<file path="config.mk">
export PLATFORM = sky130hd
export DESIGN_NAME = fifo_rr_drain_flat
export DESIGN_NICKNAME = d
export VERILOG_FILES = /design/src/rtl/fifo_rr_drain_if.sv /design/src/rtl/fifo_rr_drain.sv /design/src/flat_wrapper.sv
export SDC_FILE = /design/constraint.sdc
export NUM_CORES = 1
export LEC_CHECK = 0
export ABC_AREA = 1
export BUFFER_PORTS_ARGS = -buffer_cell sky130_fd_sc_hd__buf_4
export CORE_MARGIN = 1
export CORE_UTILIZATION = 39
export CTS_CLUSTER_SIZE = 28
export DETAILED_ROUTE_END_ITERATION = 6
export GPL_ROUTABILITY_DRIVEN = 0
export PLACE_DENSITY = 0.66
export SLEW_MARGIN = 5
export SYNTH_ARGS = -nofsm -noshare
export SYNTH_HDL_FRONTEND = slang
export SYNTH_SLANG_ARGS = --single-unit
export TNS_END_PERCENT = 20
</file>
<file path="constraint.sdc">
create_clock -name clk -period 1.54 [get_ports clk]
set_input_delay 0.231 -clock clk [delete_from_list [all_inputs] [get_ports clk]]
set_output_delay 0.231 -clock clk [all_outputs]
set_load 0.01 [all_outputs]
</file>
<file path="src/rtl/fifo_rr_drain_if.sv">
// Bundle between the round-robin drain, the FIFO read ports it serves and the
// downstream valid/ready consumer. The drain itself connects through "master".
interface fifo_rr_drain_if #(
  parameter int NREQ  = 4,
  parameter int DSIZE = 8
);
  localparam int SW = $clog2(NREQ);

  logic [NREQ-1:0]       rempty;
  logic [NREQ*DSIZE-1:0] rdata;
  logic [NREQ-1:0]       req_en;
  logic [NREQ-1:0]       rinc;
  logic                  out_valid;
  logic [DSIZE-1:0]      out_data;
  logic [SW-1:0]         out_src;
  logic                  out_ready;
  logic [NREQ-1:0]       grant;

  modport master (
    input  rempty, rdata, req_en, out_ready,
    output rinc, out_valid, out_data, out_src, grant
  );

  modport slave (
    output rempty, rdata, req_en, out_ready,
    input  rinc, out_valid, out_data, out_src, grant
  );
endinterface

</file>
<file path="src/rtl/fifo_rr_drain.sv">
// Round-robin drain of NREQ FWFT FIFO read ports into one registered valid/ready
// stream; each grant lasts up to BURST pops, then the pointer moves past it.
module fifo_rr_drain #(
  parameter int NREQ  = 4,
  parameter int DSIZE = 8,
  parameter int BURST = 4
) (
  input  logic           clk,
  input  logic           resetb,
  fifo_rr_drain_if.master bus
);
  localparam int SW = $clog2(NREQ);
  localparam int CW = $clog2(BURST + 1);

  typedef enum logic {IDLE, XFER} state_t;

  state_t            state, state_nxt;
  logic [SW-1:0]     rr_ptr, rr_ptr_nxt;
  logic [SW-1:0]     gidx, gidx_nxt;
  logic [NREQ-1:0]   grant_q, grant_nxt;
  logic [CW-1:0]     burst_cnt, burst_cnt_nxt;
  logic [NREQ-1:0]   elig;
  logic [SW-1:0]     pick;
  logic [SW:0]       cand;
  logic              found;
  logic              space;
  logic              pop;
  logic              last_pop;
  logic              valid_q;
  logic [DSIZE-1:0]  data_q;
  logic [SW-1:0]     src_q;
  logic [DSIZE-1:0]  head;

  assign elig  = ~bus.rempty & bus.req_en;
  assign space = !valid_q || bus.out_ready;
  assign head  = bus.rdata[gidx*DSIZE +: DSIZE];
  // A disabled requester is never popped, even on the cycle it causes the exit.
  assign pop   = (state == XFER) && space && !bus.rempty[gidx] && bus.req_en[gidx];

  assign bus.rinc      = pop ? grant_q : '0;
  assign bus.grant     = grant_q;
  assign bus.out_valid = valid_q;
  assign bus.out_data  = data_q;
  assign bus.out_src   = src_q;

  // Search starts at rr_ptr and wraps modulo NREQ, which need not be a power of 2.
  always_comb begin
    found = 1'b0;
    pick  = '0;
    cand  = '0;
    for (int k = 0; k < NREQ; k++) begin
      cand = {1'b0, rr_ptr} + (SW+1)'(k);
      if (cand >= (SW+1)'(NREQ)) cand = cand - (SW+1)'(NREQ);
      if (!found && elig[cand]) begin
        found = 1'b1;
        pick  = cand[SW-1:0];
      end
    end
  end

  always_comb begin
    state_nxt     = state;
    rr_ptr_nxt    = rr_ptr;
    gidx_nxt      = gidx;
    grant_nxt     = grant_q;
    burst_cnt_nxt = burst_cnt;
    last_pop      = pop && ((burst_cnt + 1'b1) == CW'(BURST));
    case (state)
      IDLE: begin
        if (found) begin
          state_nxt     = XFER;
          gidx_nxt      = pick;
          grant_nxt     = {{(NREQ-1){1'b0}}, 1'b1} << pick;
          burst_cnt_nxt = '0;
        end
      end
      XFER: begin
        if (pop) burst_cnt_nxt = burst_cnt + 1'b1;
        if (last_pop || (space && bus.rempty[gidx]) || !bus.req_en[gidx]) begin
          state_nxt  = IDLE;
          grant_nxt  = '0;
          rr_ptr_nxt = (gidx == SW'(NREQ - 1)) ? '0 : gidx + 1'b1;
        end
      end
      default: state_nxt = IDLE;
    endcase
  end

  always_ff @(posedge clk or negedge resetb) begin
    if (!resetb) begin
      state     <= IDLE;
      rr_ptr    <= '0;
      gidx      <= '0;
      grant_q   <= '0;
      burst_cnt <= '0;
    end else begin
      state     <= state_nxt;
      rr_ptr    <= rr_ptr_nxt;
      gidx      <= gidx_nxt;
      grant_q   <= grant_nxt;
      burst_cnt <= burst_cnt_nxt;
    end
  end

  // Output register holds its word under backpressure; a reset drops it.
  always_ff @(posedge clk or negedge resetb) begin
    if (!resetb) begin
      valid_q <= 1'b0;
      data_q  <= '0;
      src_q   <= '0;
    end else if (pop) begin
      valid_q <= 1'b1;
      data_q  <= head;
      src_q   <= gidx;
    end else if (space) begin
      valid_q <= 1'b0;
    end
  end
endmodule

</file>
<file path="src/flat_wrapper.sv">
// flat-port wrapper written by rule: the top's interface ports become plain ports
module fifo_rr_drain_flat 
#(
  parameter int NREQ  = 4,
  parameter int DSIZE = 8,
  parameter int BURST = 4
)
  (clk, resetb, bus_rempty, bus_rdata, bus_req_en, bus_out_ready, bus_rinc, bus_out_valid, bus_out_data, bus_out_src, bus_grant);
  fifo_rr_drain_if #(.NREQ(NREQ), .DSIZE(DSIZE)) bus_i ();
  input  logic clk;
  input  logic resetb;
  input wire logic [$bits(bus_i.rempty)-1:0] bus_rempty;
  input wire logic [$bits(bus_i.rdata)-1:0] bus_rdata;
  input wire logic [$bits(bus_i.req_en)-1:0] bus_req_en;
  input wire logic [$bits(bus_i.out_ready)-1:0] bus_out_ready;
  output wire logic [$bits(bus_i.rinc)-1:0] bus_rinc;
  output wire logic [$bits(bus_i.out_valid)-1:0] bus_out_valid;
  output wire logic [$bits(bus_i.out_data)-1:0] bus_out_data;
  output wire logic [$bits(bus_i.out_src)-1:0] bus_out_src;
  output wire logic [$bits(bus_i.grant)-1:0] bus_grant;
  assign bus_i.rempty = bus_rempty;
  assign bus_i.rdata = bus_rdata;
  assign bus_i.req_en = bus_req_en;
  assign bus_i.out_ready = bus_out_ready;
  assign bus_rinc = bus_i.rinc;
  assign bus_out_valid = bus_i.out_valid;
  assign bus_out_data = bus_i.out_data;
  assign bus_out_src = bus_i.out_src;
  assign bus_grant = bus_i.grant;
  fifo_rr_drain #(.NREQ(NREQ), .DSIZE(DSIZE), .BURST(BURST)) u_core (.clk(clk), .resetb(resetb), .bus(bus_i));
endmodule
</file>
==> flow_summary.toml <==
[worst_setup_path]
worstPathRequired_ps = 1310
path_max_fanout = 6
crit_type = "flop to primary output"
cp-end-kind = "primary output"
r2r_cells = 12
rr_startpoint = "u_core.gidx[0]$_DFFE_PN0P_"
ff2ff_setup_slack_ps = -60
start_kind = "flop"
cp_data_arrival_time_ps = 1420
r2r_end = "u_core.rr_ptr[0]$_DFFE_PN0P_"

[die]
die_x_um = 66.6
fp.dieArea_mm2 = 0.00443
placeableCoreArea_mm2 = 0.00400
die_h_um = 66.6
ios = 62
row_count = 23
initial_core_util_pct = 40.7

[sta]
finalCritPeriodShare_pct = 107
finalSetupViolations = 10
tightest_slew_ps = 305
finalSetupTns_ps = -692
rsz0062_at_grt = "yes"
finClkSkew_ps = 11.1
fin_crit_ps = 1650
maxClockFrequency_mhz = 605
finalHoldViolCount = 0
relSlewSlack_pct = 79.6
drv_slew = 0
setup_slack_ps = -112

[pwr]
power_frac_clock_pct = 8.6
p_int_mw = 2.40
p_comb_share_pct = 67.3
p_per_area_mw_per_mm2 = 1830
ir_worst_vdd_v = 0.000685
p_switching_mw = 2.03
p_seq_share_pct = 24.1
swShare_pct = 45.9
p_leak_nw = 1.33

[final_layout]
n_antenna_cell = 0
final_area_mm2 = 0.00243
fill_cells = 406
syn_to_final_growth_pct = 49.2
mostFrequentLayoutCells = "87 x buf_4, 71 x nand2_1, 24 x nand3_1"
drive_gt1_share_pct = 39.4
fin_nets = 372
final_common_cell = "buf_4"

[logic_synthesis]
ys_seq_area_share_pct = 35.4
yosysTopAreaCellShare_pct = 35.4
synth_compound_area_share_pct = 12.4
synth_fp_nets = 286
syn_area_per_cell_um2 = 6.78
synth_cell_types = 25
yosysTopAreaCell = "dfrtp_1"
ys_warn_count = 0
synth_mux_area_share_pct = 0
synth_xor_area_share_pct = 0
synth_adder_area_share_pct = 2.31
synth_area_leaders = "dfrtp_1 35%, nand2_1 18%, nand3_1 8.3%"
synth_top_family_by_area = "simple AND/OR/NAND/NOR gates"
netlist_instances = 240
synth-simple-area-share_pct = 40.2
synth_area_mm2 = 0.00163
ys_seq_elements = 23

[grt]
grt_usage_pct = 21.4
antenna_found_initial = 0
grt_start_max_net_pins = 24
grt_pass1_vias = 1690
grt_pass1_wl_um = 7310
grt_overflow = 0

[clocking]
insertion_delay_ps = 270
cts-buffers-inserted = 3
cts-root-buf = "clkbuf_8"
cts_tree = "yes"
cts.sink_count = 23
cts_htree_levels = 1
cts_buffer_depth = 2
clk_pin_slew_ps = 90

[routing]
drc = 0
wl_per_cell_um = 11.4
drtIter0Drc = 98
wl_um = 4270
ant_nets = 0
viasPerCell = 4.92
dr.pass1.iters = 4
vias = 1846

[worst_hold_path]
hold_depth = 2
min_to = "u_core.bus.out_valid$_DFFE_PN0P_"
hold_start = "bus_out_ready"
hp-class = "input pin to flop"

[status]
status = "finished with violations"
failed_checks = "negative setup slack"

[run]
cap_violations = 0

[place]
dp.final_hpwl_um = 3480
io_buffers = 61
place_area_mm2 = 0.00228
-- power groups by stage --
| stage | Sequential [mW] | Combinational [mW] | Clock (mW) |
|---|---|---|---|
| floorplan | 1.07 | 1.72 | 0 |
| global placement | 1.06 | 2.76 | 0 |
| detailed placement | 1.06 | 2.80 | 0 |
| CTS | 1.07 | 2.86 | 0.390 |
| global route | 1.10 | 3.38 | 0.407 |
| finish | 1.07 | 2.99 | 0.381 |
-- worst max path at each step --
stage | startpoint | to | slack, ps
final | u_core.gidx[0]$_DFFE_PN0P_ | bus_rinc[1] | -110
after CTS | u_core.gidx[0]$_DFFE_PN0P_ | bus_rinc[0] | -130
after global placement | u_core.rr_ptr[0]$_DFFE_PN0P_ | u_core.bus.grant[0]$_DFFE_PN0P_ | -40
after floorplan | u_core.gidx[0]$_DFFE_PN0P_ | bus_rinc[0] | 60
after detailed placement | u_core.rr_ptr[0]$_DFFE_PN0P_ | u_core.bus.grant[0]$_DFFE_PN0P_ | -60
after global routing | u_core.gidx[0]$_DFFE_PN0P_ | bus_rinc[1] | -200
-- registers in the layout, indices dropped and copies added, names as in the netlist --
register              count
u_core.bus.out_src        2
u_core.bus.out_data       8
u_core.gidx               2
u_core.state              1
u_core.bus.out_valid      1
u_core.rr_ptr             2
u_core.bus.grant          4
u_core.burst_cnt          3
-- metrics by stage --
stage	util, %	power, mW	hold WS [ps]	setup WS (ps)	std cells
floorplan	-	2.79	-64.6	61.8	240
global placement	57.0	3.82	149	-39.7	367
detailed placement	57.0	3.86	150	-57.5	367
CTS	59.0	4.31	132	-134	374
global route	60.7	4.89	149	-204	375
finish	60.7	4.44	132	-112	375
-- synthesized netlist by cell type --
cell type	count
o22ai_2	1
o21ai_2	1
clkbuf_2	1
or2_0	1
a21oi_1	2
inv_2	2
ha_1	3
buf_2	5
or2_2	1
nand3_1	27
nand3_4	1
buf_6	3
nand3_2	1
dfrtp_1	23
inv_4	2
nand4_1	4
clkbuf_1	2
nand2_2	4
nor2_1	25
o22ai_1	8
nor2_4	1
inv_1	18
o21ai_0	24
nand2_1	77
nand2_4	3
-- worst max-delay path: stages, from the launching register on --
cell and delay [ps]:
dfrtp_2 470, inv_4 90, or2_0 110, nand2_1 60
nand2_2 90, nand3_4 120, nor2_4 130, buf_6 100
-- final cells by class --
cell class                 count  area [µm²]  share of cell area [%]
clock buffer                   3        41.3                    1.70
clock inverter                 1        5.00                   0.206
inverter                      22        90.1                    3.71
multi-input combinational    184         941                    38.8
sequential                    23         578                    23.8
tap                           50        62.6                    2.58
timing repair buffer          92         708                    29.2
-- kinds of logic after synthesis --
group / after synthesis
fa+ha+maj: 3
simple gates: 145
compound gates: 36
buf+inv: 33
flops: 23
-- routing by layer --
layer	global-route usage, %	part of all wire (%)	routed length (µm)
met1	26.9	46	1950
met2	37.8	48	2050
met3	3.60	5.3	228
met4	4.79	1.1	47
met5	0	0	0
-- what timing repair did --
item / CTS / global route
hold buffers: 1 / 0
pin swaps: 3 / 7
hold endpoints to repair: 23 / 0
buffers inserted: 2 / 1
cloned: 0 / 0
resized for setup: 6 / 19
setup endpoints to repair: 12 / 26
No activity file was read; power rests on OpenSTA's default activity.
